`src/rtl/stopwatch_pkg.sv`:
```
`default_nettype none
// ============================================================================
//  Module      : stopwatch_pkg
//  Description : Shared types, digit limits and the BCD step helper used by
//                the stopwatch timekeeping core.
//  Contents    : state_t       - control state (IDLE, RUNNING, PAUSED)
//                *_MAX         - terminal value of each BCD digit position
//                bcd_step()    - next value of one BCD digit given an increment
//  Revision    : 1.0 - initial release
// ============================================================================
package stopwatch_pkg;

    typedef enum logic [1:0] {
        IDLE    = 2'd0,
        RUNNING = 2'd1,
        PAUSED  = 2'd2
    } state_t;

    localparam logic [3:0] SEC_TENS_MAX = 4'd5;
    localparam logic [3:0] UNITS_MAX    = 4'd9;
    localparam logic [3:0] MIN_TENS_MAX = 4'd5;

    // Value a digit takes after one clock: wraps to 0 past its maximum.
    function automatic logic [3:0] bcd_step(input logic [3:0] value,
                                            input logic       inc,
                                            input logic [3:0] max_value);
        logic [3:0] r;
        r = value;
        if (inc) begin
            r = (value == max_value) ? 4'd0 : 4'(value + 4'd1);
        end
        return r;
    endfunction

endpackage : stopwatch_pkg
`default_nettype wire

```
`src/rtl/bcd_digit_counter.sv`:
```
`default_nettype none
// ============================================================================
//  Module      : bcd_digit_counter
//  Description : One decimal digit of a cascaded BCD counter. Counts 0..MAX
//                and wraps to 0, signalling carry on the wrapping increment.
//  Ports       : clk    - rising-edge clock
//                reset  - asynchronous active-high reset (value -> 0)
//                clr    - synchronous clear, takes priority over inc
//                inc    - advance by one this cycle
//                value  - current digit (registered)
//                carry  - combinational, inc && value == MAX
//  Revision    : 1.0 - initial release
// ============================================================================
module bcd_digit_counter
    import stopwatch_pkg::*;
#(
    parameter logic [3:0] MAX = 4'd9
) (
    input  logic       clk,
    input  logic       reset,
    input  logic       clr,
    input  logic       inc,
    output logic [3:0] value,
    output logic       carry
);

    logic [3:0] r_value;

    always_ff @(posedge clk or posedge reset) begin
        if (reset) begin
            r_value <= 4'd0;
        end else if (clr) begin
            r_value <= 4'd0;
        end else begin
            r_value <= bcd_step(r_value, inc, MAX);
        end
    end

    assign value = r_value;
    assign carry = inc && (r_value == MAX);

endmodule : bcd_digit_counter
`default_nettype wire

```
`src/rtl/stopwatch_counter.sv`:
```
`default_nettype none
// ============================================================================
//  Module      : stopwatch_counter
//  Description : Stopwatch timekeeping core. Divides clk to a 1 s tick and
//                counts MM:SS in BCD (00:00..59:59) with start/pause, clear
//                and lap-hold control. All outputs are registered.
//  Ports       : clk, reset (async, active-high)
//                start_stop, clear, lap - single-cycle control pulses
//                minutes_tens/units, seconds_tens/units - displayed BCD digits
//                running    - high in RUNNING
//                lap_active - high while the display is frozen
//                rollover   - one-cycle pulse after the 59:59 -> 00:00 wrap
//  Revision    : 1.0 - initial release
// ============================================================================
module stopwatch_counter
    import stopwatch_pkg::*;
#(
    parameter int CLKS_PER_TICK = 100_000_000
) (
    input  logic       clk,
    input  logic       reset,
    input  logic       start_stop,
    input  logic       clear,
    input  logic       lap,
    output logic [3:0] minutes_tens,
    output logic [3:0] minutes_units,
    output logic [3:0] seconds_tens,
    output logic [3:0] seconds_units,
    output logic       running,
    output logic       lap_active,
    output logic       rollover
);

    localparam int                   c_PRESC_W    = (CLKS_PER_TICK > 1) ? $clog2(CLKS_PER_TICK) : 1;
    localparam logic [c_PRESC_W-1:0] c_PRESC_LAST = c_PRESC_W'(CLKS_PER_TICK - 1);

    state_t               r_state;
    logic [c_PRESC_W-1:0] r_presc;
    logic                 r_running;
    logic                 r_lap_active;
    logic                 r_rollover;
    logic [15:0]          r_disp;

    logic        w_tick;
    logic [3:0]  w_su, w_st, w_mu, w_mt;
    logic        w_su_carry, w_st_carry, w_mu_carry, w_mt_carry;
    logic [15:0] w_live_next;
    logic        w_lap_capture;
    logic        w_lap_release;

    // ------------------------------------------------------------------
    // Prescaler: frozen outside RUNNING so a resume continues mid-second.
    // ------------------------------------------------------------------
    always_ff @(posedge clk or posedge reset) begin
        if (reset) begin
            r_presc <= '0;
        end else if (clear) begin
            r_presc <= '0;
        end else if (r_state == RUNNING) begin
            r_presc <= (r_presc == c_PRESC_LAST) ? '0 : c_PRESC_W'(r_presc + 1'b1);
        end
    end

    assign w_tick = (r_state == RUNNING) && !clear && (r_presc == c_PRESC_LAST);

    // ------------------------------------------------------------------
    // Live count: four cascaded digits.
    // ------------------------------------------------------------------
    bcd_digit_counter #(.MAX(UNITS_MAX)) u_sec_units (
        .clk(clk), .reset(reset), .clr(clear), .inc(w_tick),
        .value(w_su), .carry(w_su_carry)
    );

    bcd_digit_counter #(.MAX(SEC_TENS_MAX)) u_sec_tens (
        .clk(clk), .reset(reset), .clr(clear), .inc(w_su_carry),
        .value(w_st), .carry(w_st_carry)
    );

    bcd_digit_counter #(.MAX(UNITS_MAX)) u_min_units (
        .clk(clk), .reset(reset), .clr(clear), .inc(w_st_carry),
        .value(w_mu), .carry(w_mu_carry)
    );

    bcd_digit_counter #(.MAX(MIN_TENS_MAX)) u_min_tens (
        .clk(clk), .reset(reset), .clr(clear), .inc(w_mu_carry),
        .value(w_mt), .carry(w_mt_carry)
    );

    // Value the live count will hold after this edge; lets the display
    // registers track the count with no added latency and lets a lap
    // capture include an increment happening on the same edge.
    assign w_live_next = clear ? 16'h0000 :
                         {bcd_step(w_mt, w_mu_carry, MIN_TENS_MAX),
                          bcd_step(w_mu, w_st_carry, UNITS_MAX),
                          bcd_step(w_st, w_su_carry, SEC_TENS_MAX),
                          bcd_step(w_su, w_tick,     UNITS_MAX)};

    assign w_lap_capture = lap && !clear && !r_lap_active && (r_state == RUNNING);
    assign w_lap_release = lap && !clear &&  r_lap_active && (r_state != IDLE);

    // ------------------------------------------------------------------
    // Control FSM with registered status, lap hold and display registers.
    // ------------------------------------------------------------------
    always_ff @(posedge clk or posedge reset) begin
        if (reset) begin
            r_state      <= IDLE;
            r_running    <= 1'b0;
            r_lap_active <= 1'b0;
            r_rollover   <= 1'b0;
            r_disp       <= 16'h0000;
        end else begin
            r_rollover <= w_mt_carry;

            if (clear) begin
                r_state   <= IDLE;
                r_running <= 1'b0;
            end else if (start_stop) begin
                case (r_state)
                    IDLE, PAUSED: begin
                        r_state   <= RUNNING;
                        r_running <= 1'b1;
                    end
                    RUNNING: begin
                        r_state   <= PAUSED;
                        r_running <= 1'b0;
                    end
                    default: begin
                        r_state   <= IDLE;
                        r_running <= 1'b0;
                    end
                endcase
            end

            if (clear || w_lap_release) begin
                r_lap_active <= 1'b0;
            end else if (w_lap_capture) begin
                r_lap_active <= 1'b1;
            end

            // Hold the frozen value only while the lap stays active.
            if (!r_lap_active || w_lap_release || clear) begin
                r_disp <= w_live_next;
            end
        end
    end

    assign minutes_tens  = r_disp[15:12];
    assign minutes_units = r_disp[11:8];
    assign seconds_tens  = r_disp[7:4];
    assign seconds_units = r_disp[3:0];
    assign running       = r_running;
    assign lap_active    = r_lap_active;
    assign rollover      = r_rollover;

endmodule : stopwatch_counter
`default_nettype wire

```
`config.mk`:
```
export PLATFORM = sky130hd
export DESIGN_NAME = stopwatch_counter
export DESIGN_NICKNAME = d
export VERILOG_FILES = /design/src/rtl/stopwatch_pkg.sv /design/src/rtl/bcd_digit_counter.sv /design/src/rtl/stopwatch_counter.sv
export SDC_FILE = /design/constraint.sdc
export NUM_CORES = 1
export LEC_CHECK = 0
export CORE_MARGIN = 5
export CORE_UTILIZATION = 45
export CTS_BUF_LIST = sky130_fd_sc_hd__clkbuf_16
export DETAILED_ROUTE_END_ITERATION = 16
export PLACE_DENSITY_LB_ADDON = 0.25
export SETUP_SLACK_MARGIN = 0.15
export SYNTH_ARGS = -nofsm -noshare
export SYNTH_HDL_FRONTEND = slang
export SYNTH_HIERARCHICAL = 1
export SYNTH_SLANG_ARGS = --single-unit
```
`constraint.sdc`:
```
create_clock -name clk -period 10.85 [get_ports clk]
set_input_delay 2.17 -clock clk [delete_from_list [all_inputs] [get_ports clk]]
set_output_delay 2.17 -clock clk [all_outputs]
set_load 0.02 [all_outputs]
```
## Yosys cells after proc, flatten, opt, wreduce, memory -nomap -nowiden

Index checks and enable logic that the tools add are counted.

- $add $sub $neg: 5
- Equal/unequal tests: 7
- Multiplexer cells: 24
- Reduce and logical (&&, ||, !) cells: 22

Operator list:

| cell | count |
|---|---|
| two-way mux 27 bit | 3 |
| two-way mux 4 bit | 12 |
| adder 27 x 1 -> 27 bit, second input constant | 1 |
| equality test 27 bit, second input constant | 1 |
| adder 4 x 1 -> 4 bit, second input constant | 4 |
| two-way mux 16 bit | 1 |
| logical AND 1 bit | 11 |
| equality test 4 x 3 -> 1 bit, second input constant | 2 |
| equality test 4 bit, second input constant | 2 |
| nonzero test 2 bit | 4 |
| two-way mux 1 bit | 5 |
| two-way mux 2 bit | 2 |
| case mux 2 bit (2 select lines) | 1 |
| logical OR 1 bit | 3 |
| equality test 2 x 1 -> 1 bit, second input constant | 1 |
| equality test 2 bit, second input constant | 1 |
| zero test 1 bit | 2 |
| zero test 2 bit | 1 |
| OR reduction 2 bit | 1 |

- Register bits: 64
- Bits of input ports: 5
- Output and inout bits: 19
- Word-level logic and storage cells: 68

## Logic depth before layout (Yosys ltp)

- Word-level depth: 8
- Depth in mapped cells: 15
- Mapped depth without buffers: 14

## By module

The synthesis kept the hierarchy.

Modules (own cells, without submodules):

| module | times used | cells each | area each (um^2) | seq. area each (um^2) |
|---|---|---|---|---|
| stopwatch_counter | 1 | 309 | 2708.8 | 1176.1 |
| bcd_digit_counter at u_min_units ... | 2 | 27 | 244.0 | 100.1 |
| bcd_digit_counter at u_min_tens ... | 2 | 26 | 231.5 | 100.1 |

## Worst setup path after synthesis

OpenSTA, ideal clock, no wires.

- Path kind: input port to flip-flop
- From: input port clear
- To: register r_disp[14]
- Data arrival time: 5.133 ns
- Slack: 5.596 ns
- Stages on the path: 14
- Buffers on the path: 1
- Cells stage by stage: clkbuf_1 -> inv_1 -> nand4_1 -> nor3_1 -> inv_1 -> nor2_1 -> nand2_1 -> nor2_1 -> inv_1 -> nor2_1 -> nand2_1 -> o21ai_0 -> o21ai_0 -> a22o_1

- Cells in the longest elaborated chain, start to end: 8
- Elaborated cells between the ends (all ways): 13
- Those cells by class: 2 x mux; 11 x reduce/logical

Ends and longest elaborated chain:

| what | line | RTL |
|---|---|---|
| start: declaration | stopwatch_counter.sv:23 | `input logic clear,` |
| zero test 1 bit | stopwatch_counter.sv:64 | `assign w_tick = (r_state == RUNNING) && !clear && (r_presc == c_PRESC_LAST);` |
| logical AND 1 bit (2 in a row) | stopwatch_counter.sv:64 |  |
| net w_tick | stopwatch_counter.sv:44 | `logic w_tick;` |
| logical AND 1 bit | bcd_digit_counter.sv:40 | `assign carry = inc && (r_value == MAX);` |
| net w_su_carry | stopwatch_counter.sv:46 | `logic w_su_carry, w_st_carry, w_mu_carry, w_mt_carry;` |
| logical AND 1 bit | bcd_digit_counter.sv:40 |  |
| net w_st_carry | stopwatch_counter.sv:46 |  |
| logical AND 1 bit | bcd_digit_counter.sv:40 |  |
| net w_mu_carry | stopwatch_counter.sv:46 |  |
| two-way mux 4 bit | - |  |
| two-way mux 16 bit | stopwatch_counter.sv:92 | `assign w_live_next = clear ? 16'h0000 :` |
| end signal: assignment | stopwatch_counter.sv:142 | `r_disp <= w_live_next;` |
| end: declaration | stopwatch_counter.sv:42 | `logic [15:0] r_disp;` |

The timed path passes the listed nets, and every way through them passes these cells.
A chain may end at the register's enable or synchronous reset.

## Worst setup path in the final report

Same ends and word-level chain as after synthesis.

==> metrics.md <==
| Metric | Value |
|---|---|
| Synth Area in Adders | `3.08%` |
| Mux contribution to synthesized area | `0.855%` |
| DP Cell Count | `526` |
| Synth Area in Compound Gates | `18.2%` |
| H-tree Lvls | `3` |
| Port Buf Inserts | `23` |
| Root Driver | `clkbuf_16` |
| Count of nets after finishing | `449` |
| Delay-heaviest family, CP | `simple AND/OR/NAND/NOR gates` |
| Sequential share of the synthesized area | `43.1%` |
| # hold bufs at CTS | `0` |
| Worst path depth | `15` |
| Final non-filler cell total | `541` |
| Hold Path Depth | `2` |
| Synth cell types | `53` |
| Hold Path Class | `reg2reg` |
| Residual DRC count | `0` |
| Critical path cell sequence | `clkdlybuf4s50_1 > buf_4 > inv_1 > nand4_1 > nor3_1 > inv_1 > nor2_1 > nand2_1 > nor2_1 > inv_1 > nor2_1 > nand2_1 > o21ai_0 > o21ai_0 > a22o_1` |
| Req. time, crit path | `11.06 ns` |
| CTS Buf Count | `9` |
| # IOs | `24` |
| First-pass GRT wire length | `14500 um` |
| Number of instances resized during post-cts repair | `0` |
| CTS Sinks | `63` |
| Clock tree buffer depth | `2` |
| Slew HR | `20.9%` |
| Critical path type | `in2reg` |
| Share of cells above drive strength 1 | `6.83%` |
| Largest family of logic cells by synthesized area | `simple AND/OR/NAND/NOR gates` |
| Post-Synth XOR/XNOR Area | `2.39%` |
| Die Y | `100 um` |
| Total GRT Usage | `17.7%` |
| Synth Net Count | `429` |
| Mean post-synth cell area | `8.82 sq um` |
| Drt first pass iters | `4` |
| Pin count of the biggest net entering global routing | `48` |
| Arrival time worst endpoint | `6.49 ns` |
| ANT nets after route | `0` |
| Routed wire length per instance | `15.7 um` |
| Clock latency on the worst-skew pair | `0.33 ns` |
| RSZ-0062 raised after global routing | `no` |
| Reg clk slew, reported paths | `0.05 ns` |
| Cell with the most instances after synthesis | `dfrtp_1` |
| Synth cell count leaders | `63 x dfrtp_1, 51 x nand2_1, 39 x a21oi_1, 23 x o21ai_0, 20 x inv_1` |
| Layout Skew | `0.00845 ns` |
| Outcome | `finished clean` |
| Average via count per standard cell | `5.81` |
| Startpoint types | `input pin` |
| Die extent in x | `100 um` |
| Number of synthesized flops with an enable pin | `0` |
| PD cells | `129 nW/um^2` |
| Fin crit period | `6.28 ns` |
| Wirelength, routed | `8470 um` |
| Pleak | `0.00165 uW` |
| Area Growth Syn to Fin | `15.4%` |
| Max stage delay cell, worst path | `nor3_1` |
| Setup violators final | `0` |
| Most used DFF post-synth | `dfrtp_1` |
| Tcrit/Tclk final | `57.9%` |
| Worst slew pin tran | `1.19 ns` |
| Vias | `3143` |
| Mapped Area | `3660 sq um` |
| Gate Count Post-Synth | `415` |
| Final Hold Violating Endpoints | `0` |
| Dpl hpwl | `5560 um` |
| Antenna violations before repair | `0` |
| Max-slew violations | `0` |
| GR Overflow Total | `0` |
| Ys async rst share | `100%` |
| Crit. End Element | `register` |
| Starting Density | `46.9%` |
| CORE AREA | `7810 sq um` |
| TritonCTS clock tree | `done` |
| Top cells by area, synth | `dfrtp_1 43%, a21oi_1 5.3%, nand2_1 5.2%` |
| Max VDD drop | `0.0000755 V` |
| Worst path bufs/invs | `5` |
| Postcts setup bufs | `0` |
| Antenna cells | `0` |
| Minimum setup slack among reg-to-reg paths | `5.73 ns` |
| Placer Congestion | `0.842` |
| Die area | `10000 sq um` |
| Crit path largest cell delay | `0.64 ns` |
| Seq cells post-synth | `63` |
| Top-area cell type share of the netlist area | `43.1%` |
| Area leader, netlist | `dfrtp_1` |
| Row count | `32` |
| Syn. warnings | `6` |
| FF-to-FF path depth | `13` |
| Number of global-route vias before repair | `3115` |
| # Max-Cap Violations | `0` |
| Fillers | `700` |
| Maximum clock rate | `159 MHz` |
| Total Neg Setup Slack | `0 ns` |
| First-iteration detailed-routing DRC count | `132` |
| Simple-gate share of the synthesized area | `28.1%` |
| Crit path max fanout | `33` |
[area by class of cell]
cell class              instances  area, sq um  area share, %
well taps                     102          128           3.02
flip-flops and latches         63         1580           37.3
clock buffers                   9          225           5.33
multi-input cells             317         1930           45.6
clock inverters                 6         55.1           1.30
repair buffers                 24          238           5.63
inverters                      20         75.1           1.78
[report_power, final]
| group | switching, uW | leakage [uW] | internal, uW |
|---|---|---|---|
| clock network | 99.9 | 0.000144 | 174 |
| logic | 22.5 | 0.000629 | 8.25 |
| registers | 3.00 | 0.000878 | 237 |
| total | 125 | 0.00165 | 419 |
[through the flow]
step | hold WS, ns | area [sq um] | worst slack, ns | util, % | power [uW]
4_1_cts | 0.482 | 4220 | 4.70 | 54.1 | 551
6_report | 0.476 | 4220 | 4.57 | 54.1 | 544
3_5_place_dp | 0.471 | 3940 | 4.37 | 50.5 | 275
5_1_grt | 0.506 | 4220 | 4.17 | 54.1 | 566
2_1_floorplan | 0.457 | 3660 | 5.60 | - | 265
3_3_place_gp | 0.464 | 3940 | 4.59 | 50.5 | 275
[worst register-to-register path, cell delays in order, from the launching register on]
cell and delay [ns]:
dfrtp_1 0.46, or4b_1 0.53, or4_4 0.58, nor3_1 0.69, inv_1 0.17, nor2_1 0.56, nand2_1 0.15, nor2_1 0.46
inv_1 0.15, nor2_1 0.57, nand2_1 0.18, o21ai_0 0.20, o21ai_0 0.11, a22o_1 0.20
[final timing paths]
path | startpoint | to
min in group asynchronous | reset | u_sec_tens/value[3]
min reg2reg | r_disp[4] | r_disp[4]
max | clear | r_disp[14]
max reg2reg | r_presc[9] | r_disp[14]
max in group asynchronous | reset | r_disp[15]
min | r_disp[4] | r_disp[4]
[kinds of logic (layout without fill, tap and decap cells)]
family	after synthesis	in the layout
mux	3	3
flops	63	63
compound gates	108	108
xor+xnor	10	10
simple gates	187	187
buf+inv	35	59
fa+ha+maj	9	9
[sequential cells by signal, summed over array words and instances, names as in the netlist]
name               count
r_presc               27
r_disp                16
u_min_tens/value       4
u_min_units/value      4
u_sec_tens/value       4
u_sec_units/value      4
lap_active             1
r_state                1
rollover               1
running                1
[layout by cell type, fill, tap and decap left out, drive strengths merged, types with 5 or more instances in the layout]
cell type      instances
a21oi                 41
clkdlybuf4s50         23
nand3b                13
nand2                 53
dfrtp                 63
nand3                 16
a31oi                 14
nor3                  11
and2                   5
o31ai                  5
and3                   5
o21ai                 25
nand4                 17
inv                   22
nand2b                11
or3                    7
clkbuf                 9
nor2                  18
ha                     9
nor2b                  8
xnor2                  6
[per-layer routing]
| layer | track usage [%] | wire (um) | vias to the layer above |
|---|---|---|---|
| met3 | 3.82 | 324 | 11 |
| li1 | - | - | 1550 |
| met5 | 0 | 0 | - |
| met2 | 29.4 | 4230 | 71 |
| met4 | 7.15 | 98 | 0 |
| met1 | 22.3 | 3820 | 1511 |
Power figures use the tool's default switching activity.
